<file path="src/rtl/esc_rx_classifier.sv">
// esc_rx_classifier: multi-channel escalation receiver front-end.
// Registers each differential esc_p/esc_n pair, then classifies every pulse
// per channel as a ping (exactly one valid-high sample) or an escalation
// (EscDlyCycles or more valid-high samples), flagging integrity/protocol errors.
// Optional feature: define ESC_RX_CLASSIFIER_PING_CNT_EN to build the
// per-channel saturating ping counters; otherwise ping_cnt_o is tied to 0.
module esc_rx_classifier #(
  parameter int unsigned NumCh        = 4,
  parameter int unsigned EscDlyCycles = 2,
  parameter int unsigned CntW         = 8
) (
  input  logic                  clk_i,
  input  logic                  rst_ni,
  input  logic [NumCh-1:0]      esc_p_i,
  input  logic [NumCh-1:0]      esc_n_i,
  input  logic                  clr_i,
  output logic [NumCh-1:0]      ping_o,
  output logic [NumCh-1:0]      esc_o,
  output logic [NumCh-1:0]      err_o,
  output logic [NumCh*CntW-1:0] ping_cnt_o
);

  localparam int unsigned LenW = $clog2(EscDlyCycles + 1);
  localparam logic [LenW-1:0] LenOne = LenW'(1);
  localparam logic [LenW-1:0] LenMax = LenW'(EscDlyCycles);

  localparam logic [1:0] StIdle  = 2'd0;
  localparam logic [1:0] StPulse = 2'd1;
  localparam logic [1:0] StEsc   = 2'd2;

  logic [NumCh-1:0]           r_p_q;
  logic [NumCh-1:0]           r_n_q;
  logic [NumCh-1:0][1:0]      r_state;
  logic [NumCh-1:0][LenW-1:0] r_len;
  logic [NumCh-1:0]           r_ping;
  logic [NumCh-1:0]           r_esc;
  logic [NumCh-1:0]           r_err;

  logic [NumCh-1:0]           w_hi;
  logic [NumCh-1:0]           w_lo;
  logic [NumCh-1:0]           w_bad;
  logic [NumCh-1:0][1:0]      w_state_d;
  logic [NumCh-1:0][LenW-1:0] w_len_d;
  logic [NumCh-1:0]           w_ping_d;
  logic [NumCh-1:0]           w_esc_d;
  logic [NumCh-1:0]           w_err_set;

  assign w_hi  = r_p_q & ~r_n_q;
  assign w_lo  = ~r_p_q & r_n_q;
  assign w_bad = ~(r_p_q ^ r_n_q);

  // Input stage: reset to the valid-low pair so no error follows reset.
  always_ff @(posedge clk_i or negedge rst_ni) begin
    if (!rst_ni) begin
      r_p_q <= '0;
      r_n_q <= '1;
    end else begin
      r_p_q <= esc_p_i;
      r_n_q <= esc_n_i;
    end
  end

  // Per-channel pulse classifier: next state, length, and output events.
  always_comb begin
    w_state_d = r_state;
    w_len_d   = r_len;
    w_ping_d  = '0;
    w_esc_d   = '0;
    w_err_set = '0;
    for (int unsigned i = 0; i < NumCh; i++) begin
      case (r_state[i])
        StIdle: begin
          if (w_hi[i]) begin
            w_state_d[i] = StPulse;
            w_len_d[i]   = LenOne;
          end else if (w_bad[i]) begin
            w_err_set[i] = 1'b1;
          end
        end
        StPulse: begin
          if (w_hi[i]) begin
            // len < EscDlyCycles here, so the increment cannot overflow.
            if (r_len[i] + LenOne == LenMax) begin
              w_state_d[i] = StEsc;
              w_len_d[i]   = LenMax;
              w_esc_d[i]   = 1'b1;
            end else begin
              w_len_d[i] = r_len[i] + LenOne;
            end
          end else begin
            if (w_lo[i] && (r_len[i] == LenOne)) begin
              w_ping_d[i] = 1'b1;
            end else begin
              w_err_set[i] = 1'b1;
            end
            w_state_d[i] = StIdle;
            w_len_d[i]   = '0;
          end
        end
        StEsc: begin
          if (w_hi[i]) begin
            w_esc_d[i] = 1'b1;
          end else begin
            w_err_set[i] = w_bad[i];
            w_state_d[i] = StIdle;
            w_len_d[i]   = '0;
          end
        end
        default: begin
          w_state_d[i] = StIdle;
          w_len_d[i]   = '0;
        end
      endcase
    end
  end

  // Classifier state and registered outputs; a new error beats clr_i.
  always_ff @(posedge clk_i or negedge rst_ni) begin
    if (!rst_ni) begin
      r_state <= '0;
      r_len   <= '0;
      r_ping  <= '0;
      r_esc   <= '0;
      r_err   <= '0;
    end else begin
      r_state <= w_state_d;
      r_len   <= w_len_d;
      r_ping  <= w_ping_d;
      r_esc   <= w_esc_d;
      r_err   <= w_err_set | (r_err & ~{NumCh{clr_i}});
    end
  end

  assign ping_o = r_ping;
  assign esc_o  = r_esc;
  assign err_o  = r_err;

`ifdef ESC_RX_CLASSIFIER_PING_CNT_EN
  logic [NumCh-1:0][CntW-1:0] r_cnt;

  // Saturating ping counters; clr_i wins over a coincident ping.
  always_ff @(posedge clk_i or negedge rst_ni) begin
    if (!rst_ni) begin
      r_cnt <= '0;
    end else begin
      for (int unsigned i = 0; i < NumCh; i++) begin
        if (clr_i) begin
          r_cnt[i] <= '0;
        end else if (w_ping_d[i] && (r_cnt[i] != '1)) begin
          r_cnt[i] <= r_cnt[i] + CntW'(1);
        end
      end
    end
  end

  assign ping_cnt_o = r_cnt;
`else
  assign ping_cnt_o = '0;
`endif

endmodule

</file>
<file path="config.mk">
export PLATFORM = sky130hd
export DESIGN_NAME = esc_rx_classifier
export DESIGN_NICKNAME = d
export VERILOG_FILES = /design/src/rtl/esc_rx_classifier.sv
export SDC_FILE = /design/constraint.sdc
export NUM_CORES = 1
export LEC_CHECK = 0
export CELL_PAD_IN_SITES_DETAIL_PLACEMENT = 0
export CELL_PAD_IN_SITES_GLOBAL_PLACEMENT = 1
export CORE_ASPECT_RATIO = 1.1
export CORE_MARGIN = 2
export CORE_UTILIZATION = 54
export CTS_BUF_LIST = sky130_fd_sc_hd__clkbuf_2
export DETAILED_ROUTE_END_ITERATION = 6
export DONT_BUFFER_PORTS = 1
export PLACE_DENSITY = 0.93
export SYNTH_ARGS = -nofsm -noshare
export SYNTH_HDL_FRONTEND = slang
export SYNTH_SLANG_ARGS = --single-unit
</file>
<file path="constraint.sdc">
create_clock -name clk_i -period 2.45 [get_ports clk_i]
set_clock_uncertainty 0.1 [all_clocks]
set_input_delay 0.245 -clock clk_i [delete_from_list [all_inputs] [get_ports clk_i]]
set_output_delay 0.245 -clock clk_i [all_outputs]
set_load 0.05 [all_outputs]
</file>
* Yosys cells after proc, flatten, opt, wreduce, memory -nomap -nowiden
Index checks and enable logic that the tools add are counted.
Word-level totals: flip-flop bits (word level) 36, latch bits 0, bits in writable memories 0, ROM bits 0, input bits 11, output and inout bits 44, memories 0
Cells by class: add/subtract/negate cells 4, multiply operators 0, div/mod/pow operators 0, magnitude comparators 0, equality and inequality tests 28, shift operators 0, muxes and demuxes 84, bitwise operators 9, reductions and logical operators 16
Operators with widths (count):
- $mux W2 | 24
- $pmux W2 S3 | 8
- $mux W1 | 44
- $eq A2 B1 Y1 const B | 8
- $eq A2 B2 Y1 const B | 8
- $ne A2 B2 Y1 const B | 8
- $not A4 Y4 | 4
- $and A4 B4 Y4 | 3
- $ne A3 B3 Y1 const B | 4
- $pmux W1 S3 | 4
- $reduce_and A3 Y1 | 4
- $add A2 B1 Y2 const B | 4
- $logic_not A2 Y1 | 4
- $pmux W1 S2 | 4
- $reduce_and A2 Y1 | 4
- $logic_and A1 B1 Y1 | 4
- $or A4 B4 Y4 | 1
- $xor A4 B4 Y4 | 1

* Longest topological paths before layout
word-level depth 7, depth in mapped cells 6, gate-level depth less buffers 5

* Worst setup path before layout
Ideal clock, no wire load.
kind register to register, from reg r_n_q[1], to reg r_state[2] (netlist bit), setup time 125 ps, arrival 1409 ps, required time 2225 ps, path slack 816 ps, cell stages (with the launch flop) 6, buffers on the path 0, cell sequence dfstp_2 -> inv_1 -> ha_1 -> nor2b_2 -> a22oi_2 -> mux2_2
On the way: cells in the longest elaborated chain, start to end 4, elaborated cells between the ends (all ways) 8, those cells by class 3 x eq/ne; 2 x mux; 2 x bitwise; 1 x reduce/logical
Ends and longest elaborated chain:
- start: declaration | RTL line 32 | logic [NumCh-1:0] r_n_q;
- start signal: assignment | RTL line 59 | r_n_q <= esc_n_i;
- $not A4 Y4 * | RTL line 48 | assign w_hi = r_p_q & ~r_n_q;
- $and A4 B4 Y4 * | RTL line 48
- $ne A3 B3 Y1 (no source line), or another cell as far along
- $reduce_and A3 Y1 (no source line) or $pmux W2 S3 (tied branches)
- end signal: assignment | RTL line 126 | r_state <= w_state_d;
- end: declaration | RTL line 33 | logic [NumCh-1:0][1:0] r_state;
Mark *: on every way between the ends. The rest lies on a longest branch, timed or not. A chain may end at the register's enable or synchronous reset.

* Worst setup path in the final report
Ends and elaborated chain as after synthesis.

==> results.md <==
- Status: complete, no violations
- WL final: 3790 µm
- Num ports: 55
- Dominant cells by area after synthesis: dfrtp_1, ha_1, buf_4
- Synth Instances: 231
- Sink Count: 36
- Synthesized flop and latch total: 36
- Die area: 4810 µm²
- DP HPWL: 2690 µm
- Max FO, Critical Path: 4
- Vias: 1495
- Data required time at the worst endpoint: 2.64 ns
- Wire per inst: 12.6 µm
- Final ANT Viol Nets: 0
- Initial core utilization: 57.3%
- Final worst slack: 0.740 ns
- Grt total ovfl: 0
- Global-route wire length before repair: 6420 µm
- Dpl ws: 0.758 ns
- Number of global-route vias before repair: 1431
- Count of maximum capacitance violations: 0
- Core Footprint: 4020 µm²
- Area leader, netlist: dfrtp_1
- Hold_ws: 0.181 ns
- Lkg Pwr: 1.19 nW
- RSZ-0062 raised after global routing: false
- Yosys warns: 0
- Residual DRC: 0
- Synth top area share: 34.7%
- Slew margin rel.: 66.3%
- Final min period: 1.71 ns
- Std-Cell Rows: 24
- Final slew viol count: 0
- Final Non-Filler Cells: 300
- Syn Std Cell Area: 2300 µm²
- Startpoint Class: flip-flop
- Post-Place Cells: 281
- # diodes: 0
- TritonCTS clock tree: done
- GPL Wtd Cong: 0.858
- Die Ht: 72.5 µm
- Worst vdd rail ir drop: 0.391 mV
- Buffers on Ports: 0
- Proportion of synthesized chip area in sequential cells: 39.3%
- Initial antenna violation count: 0
- Max Buffers Root-to-Sink: 2
- Setup bufs post-CTS: 0
- Final setup fails: 0
- Unique masters post-synth: 38
- Clock Tree Root: clkbuf_2
- Slew of the pin with the lowest slew margin: 0.506 ns
- Fin crit share: 69.8%
- Mean post-synth cell area: 9.98 µm²
- Total Routing Usage GR: 17.6%
- DRT iter0 DRCs: 95
- Setup CP Type: flip-flop to flip-flop
- Die X: 66.3 µm
- Avg Vias per Cell: 4.98
- Crit path arrival time: 1.90 ns
- Setup crit end kind: flip-flop
- Final hold violations: 0
- P per Cell Area: 975 nW/µm²
- Area grow syn2layout: 4.13%
- CTS buffer count: 5
- Layout cells sized above 1: 8.47%
- Reg clk slew, reported paths: 0.19 ns
- Maximum clock rate: 585 MHz
- Worst skew pair latency: 0.38 ns
- H-tree levels: 2
- Hold Path Class: primary input to async pin
- Largest net degree at the start of global routing: 37
- Fillers: 365
- Setup TNS: 0 ns
- 1st-pass router iterations: 4
- Fin nets: 293
==> per-layer routing <==
layer | part of all wire [%] | GRT usage [%] | vias to the layer above
met2 | 51 | 30.6 | 43
met5 | 0 | 0 | -
met1 | 42 | 20.7 | 716
met3 | 5.5 | 5.58 | 7
met4 | 1.3 | 5.44 | 0
li1 | - | - | 729
==> final timing paths <==
path                                       from  slack, ns  cells past startpoint                      to
max                          r_n_q[1]$_DFF_PN1_       0.74                      5  r_state[2]$_DFFE_PN0P_
max in group asynchronous                rst_ni       1.81                      2      r_n_q[1]$_DFF_PN1_
max reg2reg                  r_n_q[1]$_DFF_PN1_       0.74                      5  r_state[2]$_DFFE_PN0P_
min in group clk_i                   esc_n_i[2]       0.28                      1      r_n_q[2]$_DFF_PN1_
min                                      rst_ni       0.18                      2      esc_o[0]$_DFF_PN0_
min reg2reg                r_len[7]$_DFFE_PN0P_       0.40                      2    r_len[7]$_DFFE_PN0P_
==> kinds of logic after synthesis <==
family | share of synthesized area (%)
mux | 3.20
fa+ha+maj | 19.0
flops | 39.3
other cells | 0.163
simple gates | 8.04
buf+inv | 16.3
compound gates | 14.0
==> worst max-delay path, cell delays in order, from the launching register on <==
cell,delay [ns]
dfstp_2,0.57
inv_1,0.05
ha_1,0.21
nor2b_2,0.18
a22oi_2,0.17
mux2_2,0.35
==> registers in the layout (all words and copies together) (netlist names) <==
register	flops
r_len	8
r_state	8
err_o	4
esc_o	4
ping_o	4
r_n_q	4
r_p_q	4
==> layout by cell type (no fill, tap or decap), drive strengths merged <==
cell         synthesis  layout
dfstp                4       4
a32oi                1       1
a32o                 1       1
o2111ai              1       1
o31ai                1       1
inv                 35      35
o22ai                4       4
a22oi                1       1
o311ai               1       1
dfrtp               32      32
clkinv               0       3
o21a                 8       8
nor2                 7       7
buf                 33       1
o21ai               11      11
o32ai                1       1
clkbuf               0       5
nand3                1       1
a21boi               1       1
o41ai                1       1
mux2                 3       3
a31o                 1       1
conb                 1      32
nand3b               1       1
o211ai               1       1
nand2               16      16
a31oi                5       5
nand2b               3       3
dlygate4sd3          0      10
a21oi                5       5
mux2i                4       4
nor3                 2       2
nor3b                4       4
ha                  35      35
a2111o               1       1
nor2b                4       4
a21bo                1       1
==> cells in the mapped netlist <==
| cell | n |
|---|---|
| o22ai_1 | 4 |
| mux2_2 | 3 |
| nor2_1 | 7 |
| o31ai_1 | 1 |
| nor2b_1 | 3 |
| o2111ai_1 | 1 |
| nor3b_1 | 4 |
| dfstp_2 | 4 |
| a21bo_2 | 1 |
| o211ai_1 | 1 |
| dfrtp_1 | 32 |
| nor2b_2 | 1 |
| o21ai_0 | 11 |
| a32oi_1 | 1 |
| a31oi_2 | 1 |
| o311ai_1 | 1 |
| inv_1 | 34 |
| a31o_2 | 1 |
| o32ai_1 | 1 |
| a21boi_0 | 1 |
| o21a_1 | 8 |
| mux2i_1 | 4 |
| nand2_1 | 16 |
| conb_1 | 1 |
| a21oi_1 | 5 |
| buf_2 | 1 |
| inv_2 | 1 |
| nand3b_1 | 1 |
| buf_4 | 32 |
| a2111o_1 | 1 |
| nor3_1 | 2 |
| a31oi_1 | 4 |
| o41ai_1 | 1 |
| nand2b_1 | 3 |
| a32o_1 | 1 |
| ha_1 | 35 |
| a22oi_2 | 1 |
| nand3_1 | 1 |
==> what timing repair did <==
action                                 in CTS  in global routing
hold buffers                               11                  0
endpoints found under the hold margin      48                  0
gates resized for setup                     0                  0
==> cell type report <==
type	count	area [µm²]	area share (%)
clock inverter	3	13.8	0.574
inverter	35	131	5.47
timing repair buffer	11	120	5.01
multi-input combinational	158	1140	47.4
tap	52	65.1	2.71
sequential	36	906	37.7
clock buffer	5	25.0	1.04
==> power by group <==
part           leakage [nW]  internal (mW)  switching, mW
Sequential            0.453          0.743          0.287
Combinational         0.706          0.427          0.617
Clock                0.0302         0.0640          0.201
Total                  1.19           1.23           1.11
==> per-stage QoR <==
| step | total power, mW | area [µm²] | util [%] |
|---|---|---|---|
| floorplan | 1.89 | 2420 | - |
| global placement | 2.03 | 2240 | 55.7 |
| detailed placement | 2.06 | 2240 | 55.7 |
| CTS | 2.36 | 2400 | 59.6 |
| global route | 2.54 | 2400 | 59.6 |
| finish | 2.34 | 2400 | 59.6 |
(Power assumes the default switching activity.)
